## src/rtl/tmds_pkg.sv

```systemverilog
// Shared TMDS definitions: control tokens, token lookup and receiver FSM states.
package tmds_pkg;

   localparam int unsigned WORD_W     = 10;
   localparam int unsigned PIX_W      = 8;
   localparam int unsigned CTRL_W     = 2;
   localparam int unsigned PHASE_W    = 4;
   localparam int unsigned PHASE_LAST = 9;

   // Control tokens, also used by the transmit encoder
   localparam logic [WORD_W-1:0] TOKEN_C00 = 10'h354;
   localparam logic [WORD_W-1:0] TOKEN_C01 = 10'h0AB;
   localparam logic [WORD_W-1:0] TOKEN_C10 = 10'h154;
   localparam logic [WORD_W-1:0] TOKEN_C11 = 10'h2AB;

   typedef enum logic [1:0] {
      ST_HUNT   = 2'd0,
      ST_VERIFY = 2'd1,
      ST_LOCKED = 2'd2
   } state_e;

   // Returns {is_token, ctrl[1:0]}; ctrl is 0 for non-token words
   function automatic logic [2:0] token_lookup(input logic [WORD_W-1:0] raw);
      logic [2:0] res;
      case (raw)
         TOKEN_C00: res = 3'b100;
         TOKEN_C01: res = 3'b101;
         TOKEN_C10: res = 3'b110;
         TOKEN_C11: res = 3'b111;
         default:   res = 3'b000;
      endcase
      return res;
   endfunction

endpackage

```

## src/rtl/tmds_channel_receiver_decoder.sv

```systemverilog
// Combinational TMDS word decoder: 10-bit symbol to token flag, control pair and pixel byte.
module tmds_word_decoder
   import tmds_pkg::*;
(
   input  logic [9:0] i_raw,
   output logic       o_is_token_c,
   output logic [1:0] o_ctrl_c,
   output logic [7:0] o_data_c
);

   logic [2:0] w_tok;
   logic [7:0] w_d;

   // Control token recognition
   always_comb begin
      w_tok        = token_lookup(i_raw);
      o_is_token_c = w_tok[2];
      o_ctrl_c     = w_tok[1:0];
   end

   // Undo optional inversion (bit 9), then undo the XOR/XNOR chain (bit 8 selects)
   always_comb begin
      w_d         = i_raw[9] ? ~i_raw[7:0] : i_raw[7:0];
      o_data_c    = '0;
      o_data_c[0] = w_d[0];
      for (int i = 1; i < 8; i++) begin
         o_data_c[i] = i_raw[8] ? (w_d[i] ^ w_d[i-1]) : ~(w_d[i] ^ w_d[i-1]);
      end
   end

endmodule

```

## src/rtl/tmds_channel_receiver.sv

```systemverilog
// One TMDS lane receiver: deserialise, align on control tokens, decode words.
module tmds_channel_receiver
   import tmds_pkg::*;
#(
   parameter int unsigned LOCK_TOKENS  = 8,
   parameter int unsigned MAX_DATA_RUN = 1024
)(
   input  logic       clk_high,
   input  logic       reset,
   input  logic       serial_in,
   output logic       locked,
   output logic       word_valid,
   output logic       de,
   output logic [1:0] ctrl,
   output logic [7:0] pix_data,
   output logic [9:0] raw_word
);

   localparam int unsigned TOK_W  = $clog2(LOCK_TOKENS + 1);
   localparam int unsigned RUN_W  = $clog2(MAX_DATA_RUN + 1);
   localparam int unsigned TOK_CW = TOK_W + 1;
   localparam int unsigned RUN_CW = RUN_W + 1;

   logic [WORD_W-1:0]  r_sr;
   logic [PHASE_W-1:0] r_phase;
   logic [TOK_W-1:0]   r_tok_cnt;
   logic [RUN_W-1:0]   r_run_cnt;
   state_e             r_state;
   state_e             w_state_nxt;

   logic [WORD_W-1:0]  w_cand;
   logic               w_is_token;
   logic [CTRL_W-1:0]  w_tok_ctrl;
   logic [PIX_W-1:0]   w_pix;
   logic               w_boundary;
   logic [TOK_CW-1:0]  w_tok_inc;
   logic [RUN_CW-1:0]  w_run_inc;
   logic               w_tok_done;
   logic               w_run_done;

   logic               w_locked_nxt;
   logic               w_valid_nxt;
   logic               w_de_nxt;
   logic [CTRL_W-1:0]  w_ctrl_nxt;
   logic [PIX_W-1:0]   w_pix_nxt;
   logic [WORD_W-1:0]  w_raw_nxt;

   assign w_cand     = {serial_in, r_sr[9:1]};
   assign w_boundary = (r_phase == PHASE_W'(PHASE_LAST));
   assign w_tok_inc  = {1'b0, r_tok_cnt} + TOK_CW'(1);
   assign w_run_inc  = {1'b0, r_run_cnt} + RUN_CW'(1);
   assign w_tok_done = (w_tok_inc >= TOK_CW'(LOCK_TOKENS));
   assign w_run_done = (w_run_inc >= RUN_CW'(MAX_DATA_RUN));

   tmds_word_decoder u_dec (
      .i_raw        (w_cand),
      .o_is_token_c (w_is_token),
      .o_ctrl_c     (w_tok_ctrl),
      .o_data_c     (w_pix)
   );

   // FSM state register
   always_ff @(posedge clk_high) begin
      if (!reset) r_state <= ST_HUNT;
      else        r_state <= w_state_nxt;
   end

   // FSM next state: hunt any token, verify alignment, hold lock until a long data run
   always_comb begin
      w_state_nxt = r_state;
      case (r_state)
         ST_HUNT: begin
            if (w_is_token) w_state_nxt = ST_VERIFY;
         end
         ST_VERIFY: begin
            if (w_boundary) begin
               if (!w_is_token)     w_state_nxt = ST_HUNT;
               else if (w_tok_done) w_state_nxt = ST_LOCKED;
            end
         end
         ST_LOCKED: begin
            if (w_boundary && !w_is_token && w_run_done) w_state_nxt = ST_HUNT;
         end
         default: w_state_nxt = ST_HUNT;
      endcase
   end

   // FSM outputs: next values of the registered word outputs
   always_comb begin
      w_locked_nxt = (w_state_nxt == ST_LOCKED);
      w_valid_nxt  = 1'b0;
      w_de_nxt     = de;
      w_ctrl_nxt   = ctrl;
      w_pix_nxt    = pix_data;
      w_raw_nxt    = raw_word;
      if ((r_state == ST_LOCKED) && w_boundary && (w_state_nxt == ST_LOCKED)) begin
         w_valid_nxt = 1'b1;
         w_raw_nxt   = w_cand;
         if (w_is_token) begin
            w_de_nxt   = 1'b0;
            w_ctrl_nxt = w_tok_ctrl;
            w_pix_nxt  = '0;
         end else begin
            w_de_nxt   = 1'b1;
            w_pix_nxt  = w_pix;
         end
      end
   end

   // Output registers
   always_ff @(posedge clk_high) begin
      if (!reset) begin
         locked     <= 1'b0;
         word_valid <= 1'b0;
         de         <= 1'b0;
         ctrl       <= '0;
         pix_data   <= '0;
         raw_word   <= '0;
      end else begin
         locked     <= w_locked_nxt;
         word_valid <= w_valid_nxt;
         de         <= w_de_nxt;
         ctrl       <= w_ctrl_nxt;
         pix_data   <= w_pix_nxt;
         raw_word   <= w_raw_nxt;
      end
   end

   // Shift register, word phase and token/run counters
   always_ff @(posedge clk_high) begin
      if (!reset) begin
         r_sr      <= '0;
         r_phase   <= '0;
         r_tok_cnt <= '0;
         r_run_cnt <= '0;
      end else begin
         r_sr <= w_cand;
         if ((r_state == ST_HUNT) && w_is_token) r_phase <= '0;
         else if (w_boundary)                    r_phase <= '0;
         else                                    r_phase <= r_phase + PHASE_W'(1);

         case (r_state)
            ST_HUNT:   r_tok_cnt <= w_is_token ? TOK_W'(1) : '0;
            ST_VERIFY: if (w_boundary) r_tok_cnt <= w_is_token ? TOK_W'(w_tok_inc) : '0;
            default:   ;
         endcase

         if (r_state != ST_LOCKED)
            r_run_cnt <= '0;
         else if (w_boundary)
            r_run_cnt <= (w_is_token || w_run_done) ? '0 : RUN_W'(w_run_inc);
      end
   end

endmodule

```

## config.mk

```make
export PLATFORM = sky130hd
export DESIGN_NAME = tmds_channel_receiver
export DESIGN_NICKNAME = d
export VERILOG_FILES = /design/src/rtl/tmds_pkg.sv /design/src/rtl/tmds_channel_receiver_decoder.sv /design/src/rtl/tmds_channel_receiver.sv
export SDC_FILE = /design/constraint.sdc
export NUM_CORES = 1
export LEC_CHECK = 0
export CAP_MARGIN = 10
export CELL_PAD_IN_SITES_DETAIL_PLACEMENT = 1
export CELL_PAD_IN_SITES_GLOBAL_PLACEMENT = 2
export CORE_ASPECT_RATIO = 0.5
export CORE_MARGIN = 5
export CORE_UTILIZATION = 34
export CTS_CLUSTER_SIZE = 30
export DETAILED_ROUTE_END_ITERATION = 7
export PLACE_DENSITY = 0.83
export SLEW_MARGIN = 20
export SYNTH_ARGS = -nofsm -noshare
export SYNTH_HDL_FRONTEND = slang
export SYNTH_SLANG_ARGS = --single-unit
```

## constraint.sdc

```tcl
create_clock -name clk_high -period 2.6 [get_ports clk_high]
set_input_delay 0.39 -clock clk_high [delete_from_list [all_inputs] [get_ports clk_high]]
set_output_delay 0.39 -clock clk_high [all_outputs]
set_load 0.01 [all_outputs]
```

==> results by group, run 1 <==
STA
  • Tcrit/Tclk final: 83.78%
  • Fmax: 0.4591 GHz
  • Setup_tns: 0 ps
  • Min cycle time layout: 2178 ps
  • Final hold viol count: 0
  • Worst-margin pin slew: 638.2 ps
  • Rel. slew slack: 57.29%
  • Max-slew violation count: 0
  • RSZ-0062 raised after global routing: false
  • Clk_skew: 4.160 ps
  • Final setup vio count: 0

Final layout
  • Fin nets: 283
  • P&R area growth vs syn: 20.70%
  • Reg area: 1061 µm²
  • Share of cells above drive strength 1: 7.273%
  • Ant diodes: 0
  • Filler Cells Inserted: 780
  • Area of the multi-input gates: 1154 µm²

Drt
  • First-pass detailed-route iteration total: 3
  • WL per Instance: 14.43 µm
  • Number of remaining DRC errors: 0
  • Mean number of vias per cell: 4.894
  • WL final: 5.294 mm
  • Post-DRT Antenna Nets: 0
  • Vias post-DR: 1796
  • Drt initial violations: 77

Outcome
  • Status: completed

Critical path
  • Worst endpoint required time: 2820 ps
  • CP Launch Type: flip-flop
  • Worst path max stage delay: 510 ps
  • Most used cell, CP: mux2i_1
  • Max FO, Critical Path: 18
  • Critical path capture point type: flip-flop
  • CP Cell Sequence: ha_1, nand3_1, nor3_1, mux2i_1, buf_4, o21ai_4, mux2i_1
  • CP max-delay cell: o21ai_4
  • Crit Path Class: reg -> reg
  • Crit path DAT: 2400 ps

Logic synthesis
  • Mapped Cells: 250
  • Mapped Area: 2340 µm²
  • Cell with the most instances after synthesis: dfxtp_1
  • Synth cell types: 48
  • Synth Area in XOR/XNOR: 7.861%
  • Dominant cell type by area after synthesis: dfxtp_1
  • Adder-Cell Fraction of Synth Area: 3.209%
  • Register bit count reported by yosys: 53
  • Post-synth EDFFs: 0
  • Simple-Gate Fraction of Synth Area: 20.96%
  • Largest family of logic cells by synthesized area: simple AND/OR/NAND/NOR gates
  • Ys async rst share: 0%
  • Multiplexer share of the synthesized area: 5.187%
  • Post-Syn Area per Cell: 9.359 µm²
  • Synth cell count leaders: dfxtp_1, nand2_1, nor2_1
  • Syn nets: 259
  • Top cell type's share of synthesized area: 45.35%
  • Compound-cell area share of the yosys netlist: 12.09%
  • Synth Flop Type: dfxtp_1
  • Synth Warn #: 0
  • Register area share after synthesis: 45.35%
  • Area contributors post-synth: dfxtp_1, nand2_1, xnor2_1, mux2i_1, a32o_1

Die
  • Starting density of the core: 35.06%
  • Die H: 68.66 µm
  • I/O pin total: 26
  • Core area: 6674 µm²
  • Die W: 127.3 µm
  • Placement Rows: 21
  • Die area: 8741 µm²

Clock network
  • Clock Pin Slew Worst Setup and Hold Paths: 70 ps
  • CTS tree: yes
  • H-tree depth: 2
  • Clk_lat worst skew: 290 ps
  • Clock buffer depth: 2
  • Total CTS buffers: 5
  • Clock sink count: 53
  • Post-CTS sizing: 0
  • Post CTS Setup Buffer Count: 0
  • CTS hold repair buffers: 0
  • Root Driver: clkbuf_16

GRT
  • Total GRT Usage: 13.29%
  • Global-route wire length before repair: 9.273 mm
  • Initial antenna violation count: 0
  • Remaining Overflow, GRT: 0
  • Pin count of the biggest net entering global routing: 19
  • Vias in the first global route: 1948

Min path
  • Tightest Hold Check Type: reg -> reg

Flow run
  • Max Cap Violations: 0

Place
  • Routability congestion estimate: 0.7552
  • DP Wirelength: 3.895 mm
  • Buffers on Ports: 25

Power
  • Total power: 1585 µW
  • VDD IR max: 0.2465 mV
  • PwrDens: 561.2 nW/µm²
  • Leakage: 0.001134 µW
==> sequential cells by signal, summed over array words and instances, names as in the netlist <==
register and flops:
de 1, r_run_cnt 11, ctrl 2, word_valid 1, r_sr 9, pix_data 8
locked 1, r_state 2, raw_word 10, r_tok_cnt 4, r_phase 4
==> power by group <==
group / internal, µW / leakage [µW] / total [µW] / switching, µW
combinational: 24.4 / 0.000626 / 52.7 / 28.3
sequential: 819 / 0.000428 / 829 / 9.51
clock: 408 / 0.0000799 / 703 / 295
==> layout by cell type, fill, tap and decap left out, drive strengths merged, types with 3 or more instances in the layout <==
cell type,instances
mux2i,11
dfxtp,53
inv,13
nand3,7
ha,6
nand4,5
and2,5
nor3,13
o21ai,5
clkdlybuf4s50,25
nand2,36
buf,5
nor2,14
xor2,8
a21oi,7
xnor2,13
clkbuf,7
a211oi,3
a32o,8
nor2b,3
==> metal layers <==
layer  routed length, µm  part of all wire [%]  track usage (%)  up-vias
met5                   0                     0                0        -
met4                  55                   1.0            3.342        0
met3                 152                   2.9            3.923        6
met2                2608                    49            24.15       18
met1                2478                    47            15.75      862
li1                    -                     -                -      910
==> worst paths after layout <==
path / start / end / slack, ps / cells after the start
setup / recovery: r_run_cnt[0] / raw_word[1] / 420 / 7
hold / removal: raw_word[7] / raw_word[7] / 460 / 2
setup reg to reg: r_run_cnt[0] / raw_word[1] / 420 / 7
hold reg to reg: raw_word[7] / raw_word[7] / 460 / 2
==> metrics by stage <==
step / instance area [µm²] / utilization [%] / hold WS [ps] / setup slack [ps] / std cells
after floorplan: 2340 / - / 433.7 / 649.0 / 250
final: 2824 / 42.31 / 462.8 / 421.7 / 367
after global placement: 2666 / 39.95 / 444.0 / 559.8 / 359
after global routing: 2824 / 42.31 / 493.3 / 208.8 / 367
after CTS: 2824 / 42.31 / 468.9 / 356.7 / 367
after detailed placement: 2666 / 39.95 / 459.1 / 381.1 / 359
==> layout make-up <==
class                      count  share of cell area (%)
multi-input combinational    171                   40.85
clock buffer                   7                   5.405
timing repair buffer          30                   10.19
sequential                    53                   37.57
clock inverter                 1                  0.1772
tap                           92                   4.076
inverter                      13                   1.728
==> logic make-up after synthesis <==
kind of cell | count (synthesis)
and+or+nand+nor | 96
adders and majority gates | 6
muxes | 12
AOI/OAI and AO/OA | 36
xor gates and xnor gates | 21
DFF | 53
buffers and inverters | 26
==> worst max-delay path, delay by kind of cell, from the launching register on <==
kind / cells / cell delay [ps]
compound gates: 1 / 510
fa+ha+maj: 1 / 250
buf+inv: 1 / 170
flops: 1 / 410
mux: 2 / 380
simple gates: 2 / 370
(Power assumes the default switching activity.)
==> inputs of run 2 (changes only) <==
--- a/config.mk
+++ b/config.mk
@@ -10,10 +10,10 @@
 export CELL_PAD_IN_SITES_GLOBAL_PLACEMENT = 2
 export CORE_ASPECT_RATIO = 0.5
 export CORE_MARGIN = 5
-export CORE_UTILIZATION = 34
+export CORE_UTILIZATION = 31
 export CTS_CLUSTER_SIZE = 30
 export DETAILED_ROUTE_END_ITERATION = 7
-export PLACE_DENSITY = 0.83
+export PLACE_DENSITY = 0.8
 export SLEW_MARGIN = 20
 export SYNTH_ARGS = -nofsm -noshare
 export SYNTH_HDL_FRONTEND = slang
==> constraint.sdc (replaced) <==
create_clock -name clk_high -period 1.75 [get_ports clk_high]
set_input_delay 0.2625 -clock clk_high [delete_from_list [all_inputs] [get_ports clk_high]]
set_output_delay 0.2625 -clock clk_high [all_outputs]
set_load 0.01 [all_outputs]
==> run 2 against run 1 <==
Combinational power increased by 65%. First-iteration DRC count decreased by 38%. Largest cell class unchanged. Critical path type unchanged. Sequential power increased by 48%. Clock skew increased by 4.1 ps. Die area increased by 8.6%. Register-to-register slack got worse by 390 ps. Sequential share of layout area decreased by 3.8 points. Design area increased by 12%.
==> results by group, run 2 (same netlist as run 1, synthesis figures left out) <==
Outcome
  • Status: completed

Drt
  • Drt initial violations: 48 (-38%)
  • Mean number of vias per cell: 4.940 (+0.95%)
  • WL per Instance: 15.29 µm (+6.0%)
  • First-pass detailed-route iteration total: 4 (+1)
  • Vias post-DR: 1986 (+11%)
  • Post-DRT Antenna Nets: 0 (unchanged)
  • Number of remaining DRC errors: 0 (unchanged)
  • WL final: 6.146 mm (+16%)

Flow run
  • Max Cap Violations: 0 (unchanged)

GRT
  • Pin count of the biggest net entering global routing: 31 (+12)
  • Initial antenna violation count: 0 (unchanged)
  • Total GRT Usage: 13.41% (+0.12 points)
  • Vias in the first global route: 2144 (+10%)
  • Remaining Overflow, GRT: 0 (unchanged)
  • Global-route wire length before repair: 10.45 mm (+13%)

Place
  • Buffers on Ports: 25 (unchanged)
  • DP Wirelength: 4.406 mm (+13%)
  • Placed Area: 2905 µm² (+9.0%)
  • Routability congestion estimate: 0.7721 (+2.2%)
  • Placed Instances: 389 (+8.4%)

STA
  • Final setup vio count: 0 (unchanged)
  • Rel. slew slack: 78.02% (+21 points)
  • RSZ-0062 raised after global routing: true
  • Fmax: 0.5814 GHz (+27%)
  • Clk_skew: 8.255 ps (+4.095 ps)
  • Tcrit/Tclk final: 98.28% (+14 points)
  • Max-slew violation count: 0 (unchanged)
  • Min cycle time layout: 1720 ps (-458.4 ps)
  • Worst-margin pin slew: 328.5 ps (-309.7 ps)
  • Final hold viol count: 0 (unchanged)

Die
  • Die W: 132.9 µm (+4.4%)
  • Placement Rows: 22 (+4.8%)
  • Starting density of the core: 31.95% (-3.1 points)
  • Core area: 7322 µm² (+9.7%)
  • Die H: 71.43 µm (+4.0%)
  • I/O pin total: 26 (unchanged)
  • Die area: 9490 µm² (+8.6%)

Final layout
  • Register bank with the most flops: r_run_cnt
  • Most frequent cells in the layout: dfxtp_1, nand2_1, buf_4
  • Fin nets: 314 (+11%)
  • Finished Cell Area: 3168 µm² (+12%)
  • Share of cells above drive strength 1: 22.22% (+15 points)
  • Commonest non-fill, non-tap cell in the layout: dfxtp_1
  • Filler Cells Inserted: 849 (+8.8%)
  • Max reg flops: 11 (unchanged)
  • Ant diodes: 0 (unchanged)
  • Final std cells w/o fill: 402 (+9.5%)
  • P&R area growth vs syn: 35.40%
  • Top flop regs: r_run_cnt x11, raw_word x10, r_sr x9

Power
  • Leakage: 0.001306 µW (+15%)
  • VDD IR max: 0.3433 mV (+39%)
  • Total power: 2303 µW (+45%)
  • PwrDens: 726.8 nW/µm² (+30%)

Clock network
  • Clock sink count: 53 (unchanged)
  • Root Driver: clkbuf_16
  • Clock Pin Slew Worst Setup and Hold Paths: 70 ps (about the same)
  • Total CTS buffers: 5 (unchanged)
  • Clock buffer depth: 2 (unchanged)
  • CTS tree: yes
  • H-tree depth: 2 (unchanged)
  • Clk_lat worst skew: 290 ps (about the same)

Critical path
  • Critical path capture point type: flip-flop
  • Crit path DAT: 1940 ps (-460 ps)
  • Worst endpoint required time: 1970 ps (-850 ps)
  • CP Launch Type: flip-flop
  • Crit Path Class: reg -> reg
  • Max FO, Critical Path: 8 (-10)

Min path
  • Tightest Hold Check Type: reg -> reg
-- run 2: area by class of cell --
type / count / area, µm² / share of cell area (%)
Clock buffer: 6 / 128.9 / 4.068
Clock inverter: 2 / 15.01 / 0.4739
Inverter: 13 / 48.80 / 1.540
Multi-Input combinational cell: 172 / 1249 / 39.42
Sequential cell: 53 / 1069 / 33.73
Tap cell: 96 / 120.1 / 3.791
Timing Repair Buffer: 60 / 538.0 / 16.98
-- run 2: stage by stage --
stage	hold WS, ps	TNS [ps]	setup WS, ps	util, %
after floorplan	373.1	0	4.205	-
after global placement	445.4	0	20.69	39.68
after detailed placement	461.4	-760.0	-49.77	39.68
after CTS	474.4	-317.4	-45.87	42.60
after global routing	487.7	-358.1	-47.33	43.27
final	467.4	0	30.08	43.27
-- run 2: worst paths after layout --
check,cells past startpoint,slack [ps],from,to
setup / recovery,5,30,r_sr[5],r_tok_cnt[1]
hold / removal,2,470,raw_word[5],raw_word[5]
setup reg to reg,5,30,r_sr[5],r_tok_cnt[1]
hold reg to reg,2,470,raw_word[5],raw_word[5]
-- run 2: power breakdown --
group | total [µW] | leakage (µW) | switching [µW] | internal, µW
Clock | 984 | 0.0000631 | 452 | 532
Combinational | 87.0 | 0.000812 | 46.7 | 40.3
Sequential | 1230 | 0.000431 | 14.5 | 1220
-- run 2: layer usage --
metal	track usage, %	wire length (µm)	part of all wire, %	up-vias
met5	0	0	0	-
li1	-	-	-	974
met2	24.49	3081	50	27
met1	15.87	2815	46	978
met4	4.724	89	1.4	0
met3	2.665	159	2.6	7
-- run 2: critical path, stage by stage (launching register included) --
cell	delay, ps
dfxtp_1	350
and4bb_2	310
nand4b_1	180
and2_4	250
or4_1	480
o21ai_1	90
-- run 2: repair_timing --
action | 4_1_cts | 5_1_grt
gates resized for setup | 7 | 12
pin swaps | 4 | 7
cloned | 1 | 0
hold buffers | 0 | 0
endpoints found under the setup margin | 25 | 34
buffers inserted | 3 | 1
